[src/rtl/pc_sequencer.sv]
// pc_sequencer: boots instruction RAM from the boot ROM, then generates the fetch PC with stall/redirect handling.
// Latency: boot copy has 1-cycle ROM-to-RAM delay; redirects and PC steps appear on pc one cycle later; rel_out is combinational.
// Backpressure: stall holds pc (a redirect overrides it); no backpressure during boot. Optional counters via `PC_SEQ_PERF_EN.
module pc_sequencer #(
   parameter int                XLEN       = 32,
   parameter int                IMEM_AW    = 9,
   parameter int                BOOT_WORDS = 512,
   parameter logic [XLEN-1:0]   RESET_PC   = '0,
   parameter logic [XLEN-1:0]   TRAP_PC    = 32'h0000_0100
) (
   input  logic                 clk,
   input  logic                 reset,
   output logic [IMEM_AW-1:0]   rom_addr,
   input  logic [XLEN-1:0]      rom_data,
   output logic                 boot_we,
   output logic [IMEM_AW-1:0]   boot_addr,
   output logic [XLEN-1:0]      boot_data,
   output logic                 boot_done,
   input  logic                 stall,
   input  logic                 redirect,
   input  logic                 redirect_abs,
   input  logic [XLEN-1:0]      ex_pc,
   input  logic [XLEN-1:0]      base,
   input  logic [XLEN-1:0]      imm,
   input  logic                 is_auipc,
   output logic [XLEN-1:0]      pc,
   output logic                 pc_valid,
   output logic [XLEN-1:0]      rel_out,
   output logic                 flush,
   output logic                 misalign_err
`ifdef PC_SEQ_PERF_EN
   ,
   output logic [31:0]          redirect_cnt,
   output logic [31:0]          stall_cnt
`endif
);

   // The counter is one bit wider than the address so it can reach BOOT_WORDS
   // (needed when BOOT_WORDS == 2^IMEM_AW).
   localparam int                 CW       = IMEM_AW + 1;
   localparam logic [CW-1:0]      BOOT_END = CW'(BOOT_WORDS);
   localparam logic [IMEM_AW-1:0] ROM_LAST = IMEM_AW'(BOOT_WORDS - 1);

   typedef enum logic {ST_BOOT, ST_RUN} state_t;

   state_t              state_q, state_d;
   logic [CW-1:0]       cnt_q, cnt_d;
   logic [XLEN-1:0]     pc_q, pc_d;
   logic                pc_valid_q, pc_valid_d;
   logic                flush_q, flush_d;
   logic                misalign_q, misalign_d;
   logic                boot_done_q, boot_done_d;
   logic                boot_we_q, boot_we_d;
   logic [IMEM_AW-1:0]  boot_addr_q, boot_addr_d;
   logic [XLEN-1:0]     boot_data_q, boot_data_d;

   logic [XLEN-1:0]     sum_rel;
   logic [XLEN-1:0]     sum_abs;
   logic [XLEN-1:0]     target;
   logic                target_ok;

   // Redirect target and auipc/link arithmetic; all sums wrap modulo 2^XLEN.
   always_comb begin
      sum_rel   = ex_pc + imm;
      sum_abs   = (base + imm) & ~XLEN'(1);
      target    = redirect_abs ? sum_abs : sum_rel;
      target_ok = (target[1:0] == 2'b00);
      rel_out   = is_auipc ? sum_rel : (ex_pc + XLEN'(4));
   end

   // ROM address follows the boot counter and parks on the last word once the copy is done.
   always_comb begin
      rom_addr = (cnt_q < BOOT_END) ? cnt_q[IMEM_AW-1:0] : ROM_LAST;
   end

   // Next-state logic: boot copy, then next-PC selection (redirect > stall > increment).
   always_comb begin
      state_d     = state_q;
      cnt_d       = cnt_q;
      pc_d        = pc_q;
      pc_valid_d  = pc_valid_q;
      flush_d     = flush_q;
      misalign_d  = 1'b0;
      boot_done_d = boot_done_q;
      boot_we_d   = 1'b0;
      boot_addr_d = boot_addr_q;
      boot_data_d = boot_data_q;
      case (state_q)
         ST_BOOT: begin
            pc_d    = RESET_PC;
            flush_d = 1'b1;
            if (cnt_q < BOOT_END) begin
               // Word addressed this cycle lands in RAM on the next cycle.
               boot_we_d   = 1'b1;
               boot_addr_d = cnt_q[IMEM_AW-1:0];
               boot_data_d = rom_data;
               cnt_d       = cnt_q + CW'(1);
            end else begin
               state_d     = ST_RUN;
               boot_done_d = 1'b1;
               pc_valid_d  = 1'b1;
               flush_d     = 1'b0;
            end
         end
         ST_RUN: begin
            flush_d = 1'b0;
            if (redirect) begin
               flush_d = 1'b1;
               if (target_ok) begin
                  pc_d = target;
               end else begin
                  pc_d       = TRAP_PC;
                  misalign_d = 1'b1;
               end
            end else if (!stall) begin
               pc_d = pc_q + XLEN'(4);
            end
         end
         default: begin
            state_d = ST_BOOT;
         end
      endcase
   end

   // State and registered outputs; reset aborts any activity and restarts boot.
   always_ff @(posedge clk or negedge reset) begin
      if (!reset) begin
         state_q     <= ST_BOOT;
         cnt_q       <= '0;
         pc_q        <= RESET_PC;
         pc_valid_q  <= 1'b0;
         flush_q     <= 1'b1;
         misalign_q  <= 1'b0;
         boot_done_q <= 1'b0;
         boot_we_q   <= 1'b0;
         boot_addr_q <= '0;
         boot_data_q <= '0;
      end else begin
         state_q     <= state_d;
         cnt_q       <= cnt_d;
         pc_q        <= pc_d;
         pc_valid_q  <= pc_valid_d;
         flush_q     <= flush_d;
         misalign_q  <= misalign_d;
         boot_done_q <= boot_done_d;
         boot_we_q   <= boot_we_d;
         boot_addr_q <= boot_addr_d;
         boot_data_q <= boot_data_d;
      end
   end

   assign pc           = pc_q;
   assign pc_valid     = pc_valid_q;
   assign flush        = flush_q;
   assign misalign_err = misalign_q;
   assign boot_done    = boot_done_q;
   assign boot_we      = boot_we_q;
   assign boot_addr    = boot_addr_q;
   assign boot_data    = boot_data_q;

`ifdef PC_SEQ_PERF_EN
   logic [31:0] redirect_cnt_q, redirect_cnt_d;
   logic [31:0] stall_cnt_q, stall_cnt_d;

   // Saturating RUN-state event counters; trapped redirects count as redirects.
   always_comb begin
      redirect_cnt_d = redirect_cnt_q;
      stall_cnt_d    = stall_cnt_q;
      if (state_q == ST_RUN) begin
         if (redirect && (redirect_cnt_q != 32'hFFFF_FFFF)) begin
            redirect_cnt_d = redirect_cnt_q + 32'd1;
         end
         if (stall && !redirect && (stall_cnt_q != 32'hFFFF_FFFF)) begin
            stall_cnt_d = stall_cnt_q + 32'd1;
         end
      end
   end

   // Counter registers.
   always_ff @(posedge clk or negedge reset) begin
      if (!reset) begin
         redirect_cnt_q <= '0;
         stall_cnt_q    <= '0;
      end else begin
         redirect_cnt_q <= redirect_cnt_d;
         stall_cnt_q    <= stall_cnt_d;
      end
   end

   assign redirect_cnt = redirect_cnt_q;
   assign stall_cnt    = stall_cnt_q;
`endif

endmodule

[config.mk]
export PLATFORM = sky130hd
export DESIGN_NAME = pc_sequencer
export DESIGN_NICKNAME = d
export VERILOG_FILES = /design/src/rtl/pc_sequencer.sv
export SDC_FILE = /design/constraint.sdc
export NUM_CORES = 1
export LEC_CHECK = 0
export ABC_AREA = 1
export BUFFER_PORTS_ARGS = -buffer_cell sky130_fd_sc_hd__buf_4
export CAP_MARGIN = 10
export CORE_MARGIN = 4
export CORE_UTILIZATION = 37
export CTS_BUF_LIST = sky130_fd_sc_hd__clkbuf_16
export DETAILED_ROUTE_END_ITERATION = 6
export GPL_TIMING_DRIVEN = 0
export HOLD_SLACK_MARGIN = 0.06
export PLACE_DENSITY = 0.58
export SETUP_SLACK_MARGIN = 0.4
export SYNTH_ARGS = -nofsm -noshare
export SYNTH_HDL_FRONTEND = slang
export SYNTH_SLANG_ARGS = --single-unit
[constraint.sdc]
create_clock -name clk -period 2.2 [get_ports clk]
set_input_delay 0 -clock clk [delete_from_list [all_inputs] [get_ports clk]]
set_output_delay 0 -clock clk [all_outputs]
set_load 0.005 [all_outputs]
==> metrics.txt <==
clk_lat worst skew approximately 0.36 ns; register area share after synthesis roughly a fifth; die area between 30000 and 40000 um2; RSZ-0062 raised after global routing yes; Detail Placement HPWL 36700 um; Post-DP Area 12800 um2; H-tree levels 3; Setup crit end kind primary output; Syn-to-layout area delta 42.2%; Area contributors post-synth nand2_1 27%, dfrtp_1 21%, inv_1 11%; startpoint types primary input; Slew Viols, Final 0; crit-path max FO 4; root buffer cell clkbuf_16; most common cell in the netlist nand2_1; CTS sink cnt 88; Yosys cell types 50; initial antenna violation count 0; largest net degree at the start of global routing 89; global route overflow 0; via count 12966; Final ANT Viol Nets 0; top-area cell type share of the netlist area 26.9%; maximum vdd ir drop 394 uV; CTS tree yes; Post-synth top cells 751 x nand2_1, 308 x inv_1, 141 x nand3_1; Max Freq 537 MHz; Pleak 8.06 nW; FP Rows 61; CTS buffer count 9; fin crit share 84.7%; endpoints failing setup 0; Yosys reg bits 88; CP Data Required Time approximately 2.2 ns; Starting Density between 30% and 40%; EDFF count, synth 0; Slew HR 41.6%; fill count just under 3000; reg2reg setup slack 0.39 ns; Syn Nets 2048; Main synth FF type dfrtp_1; FF-to-FF path depth 14; mean area per synthesized cell 5.67 um2; Clock Pin Slew Worst Setup and Hold Paths around 0.08 ns; Max Cap Violations 0; CP arrival 1.86 ns; Power Total 5.99 mW; final hold vios 0; DR vias/cell slightly above 5; Gate Count Post-Synth ~1800; share of cells above drive strength 1 24.1%; Placer Congestion 0.960; First-pass DRT Iterations 6; Final Cell Area approximately 15000 um2; Tmin final 1.86 ns; DRC Markers 0; Synth async-reset ratio 100%; Final #Nets between 2000 and 2500; slowest stage delay, CP 0.42 ns; worst-margin pin slew 0.877 ns; hold path cells 6; Synth warnings 0; I/O pins about 250; crit path cell chain buf_12 -> inv_6 -> nor3_4 -> nand2_2 -> nor4_4 -> nand4_1 -> xnor2_2 -> a21o_1 -> buf_6; global-route wire length before repair 69100 um; die height 176 um; # diodes 0; CP Class in -> out; GRT Overall Usage 28.3%; PortBufs 252; pwr/cell area 402 nW/um2; CTS max path bufs 2; vias in the first global route 12376; outcome completed; HP Class in -> reg; Worst Clk Skew 0.0137 ns; total core area 27900 um2; Mapped Area 10500 um2; slowest CP cell nand4_1; Synth area leader nand2_1; die span in x 176 um; initial drt markers 1114; routed len/inst 17.6 um; total routed wirelength 45200 um
[worst paths after layout]
check,startpoint,to
max in group asynchronous,reset,flush
max,ex_pc[24],rel_out[27]
min in group asynchronous,reset,boot_data[31]
min,redirect,pc[12]
min reg2reg,cnt_q[4],cnt_q[4]
max reg2reg,pc[3],pc[24]
[power by group]
part,switching [mW],internal (mW)
clock,0.760,0.906
sequential,0.0184,1.65
combinational,1.60,1.06
[layout make-up]
class | count | area, um2 | share of cell area [%]
Inverter | 311 | 1170 | 7.88
Clock buffer | 9 | 225 | 1.51
Sequential cell | 88 | 2220 | 14.9
Timing Repair Buffer | 323 | 2580 | 17.3
Tap cell | 378 | 473 | 3.17
Multi-Input combinational cell | 1416 | 8000 | 53.7
Buffer | 33 | 150 | 1.01
Clock inverter | 7 | 85.1 | 0.571
[per-stage QoR]
stage,hold WS (ns),TNS (ns),util [%],worst slack (ns),std cells
CTS,0.0682,0,50.2,0.352,2543
finish,0.0927,0,53.5,0.337,2565
detailed placement,0.205,-6.62,46.1,-0.474,2478
global placement,0.199,-6.32,46.1,-0.489,2478
global route,0.131,0,53.5,0.248,2565
floorplan,-0.296,0,-,0.422,1848
[repair_timing]
action                     4_1_cts  5_1_grt
hold endpoints to repair       121        0
setup buffers                   15       21
setup endpoints to repair       60       55
gates resized for setup         97      169
pin swaps                       20       41
hold buffers                    34        0
[kinds of logic (layout without fill, tap and decap cells)]
kind of cell | Yosys count | count (layout) | share of synthesized area (%)
DFF | 88 | 88 | 21.0
adders and majority gates | 66 | 66 | 8.02
AOI/OAI and AO/OA | 165 | 165 | 8.62
and+or+nand+nor | 1123 | 1123 | 44.7
muxes | 3 | 3 | 0.310
buffers and inverters | 344 | 683 | 12.4
xor gates and xnor gates | 59 | 59 | 4.93
[critical path: cells and delay by family]
family / cells / cell delay [ns]
compound gates: 1 / 0.18
buf+inv: 3 / 0.23
simple gates: 4 / 1.11
xor+xnor: 1 / 0.32
[placed cells by master, fill, tap and decap left out, types with 5 or more instances in the layout]
| cell | netlist | final |
|---|---|---|
| nand2_1 | 751 | 705 |
| inv_1 | 308 | 301 |
| buf_4 | 1 | 279 |
| nand3_1 | 141 | 126 |
| nor2_1 | 132 | 105 |
| dfrtp_1 | 87 | 76 |
| a21oi_1 | 68 | 58 |
| o21ai_0 | 59 | 53 |
| nand2_2 | 5 | 42 |
| ha_1 | 64 | 36 |
| dlygate4sd3_1 | 0 | 34 |
| xor2_1 | 32 | 31 |
| ha_4 | 0 | 24 |
| nor3_1 | 31 | 22 |
| xnor2_1 | 27 | 22 |
| nand4_1 | 20 | 20 |
| clkbuf_1 | 22 | 18 |
| nor2_2 | 5 | 18 |
| nor2_4 | 4 | 18 |
| nand2_4 | 2 | 11 |
| a21oi_2 | 1 | 11 |
| buf_6 | 0 | 11 |
| dfrtp_2 | 0 | 11 |
| nand3_2 | 2 | 10 |
| o21ai_1 | 6 | 10 |
| clkbuf_16 | 0 | 9 |
| nand3_4 | 1 | 8 |
| inv_2 | 3 | 8 |
| nor3_2 | 3 | 8 |
| o21bai_1 | 7 | 7 |
| nor4_1 | 12 | 5 |
| nor3_4 | 1 | 5 |
| xnor2_2 | 0 | 5 |
| buf_2 | 5 | 5 |
[flip-flops by register name, summed over array words and instances, names as in the netlist]
name,flops
state_q,1
boot_addr,9
misalign_err,1
cnt_q,10
pc,32
boot_done,1
boot_data,32
flush,1
boot_we,1
[per-layer routing]
| layer | up-vias | track usage [%] | share of wire, % |
|---|---|---|---|
| met5 | - | 0 | 0 |
| met4 | 0 | 8.06 | 2.9 |
| met3 | 65 | 5.16 | 8.3 |
| met2 | 495 | 46.4 | 45 |
| met1 | 5961 | 38.3 | 44 |
| li1 | 6445 | - | - |
Note: power is estimated with default switching activity, not from simulation.
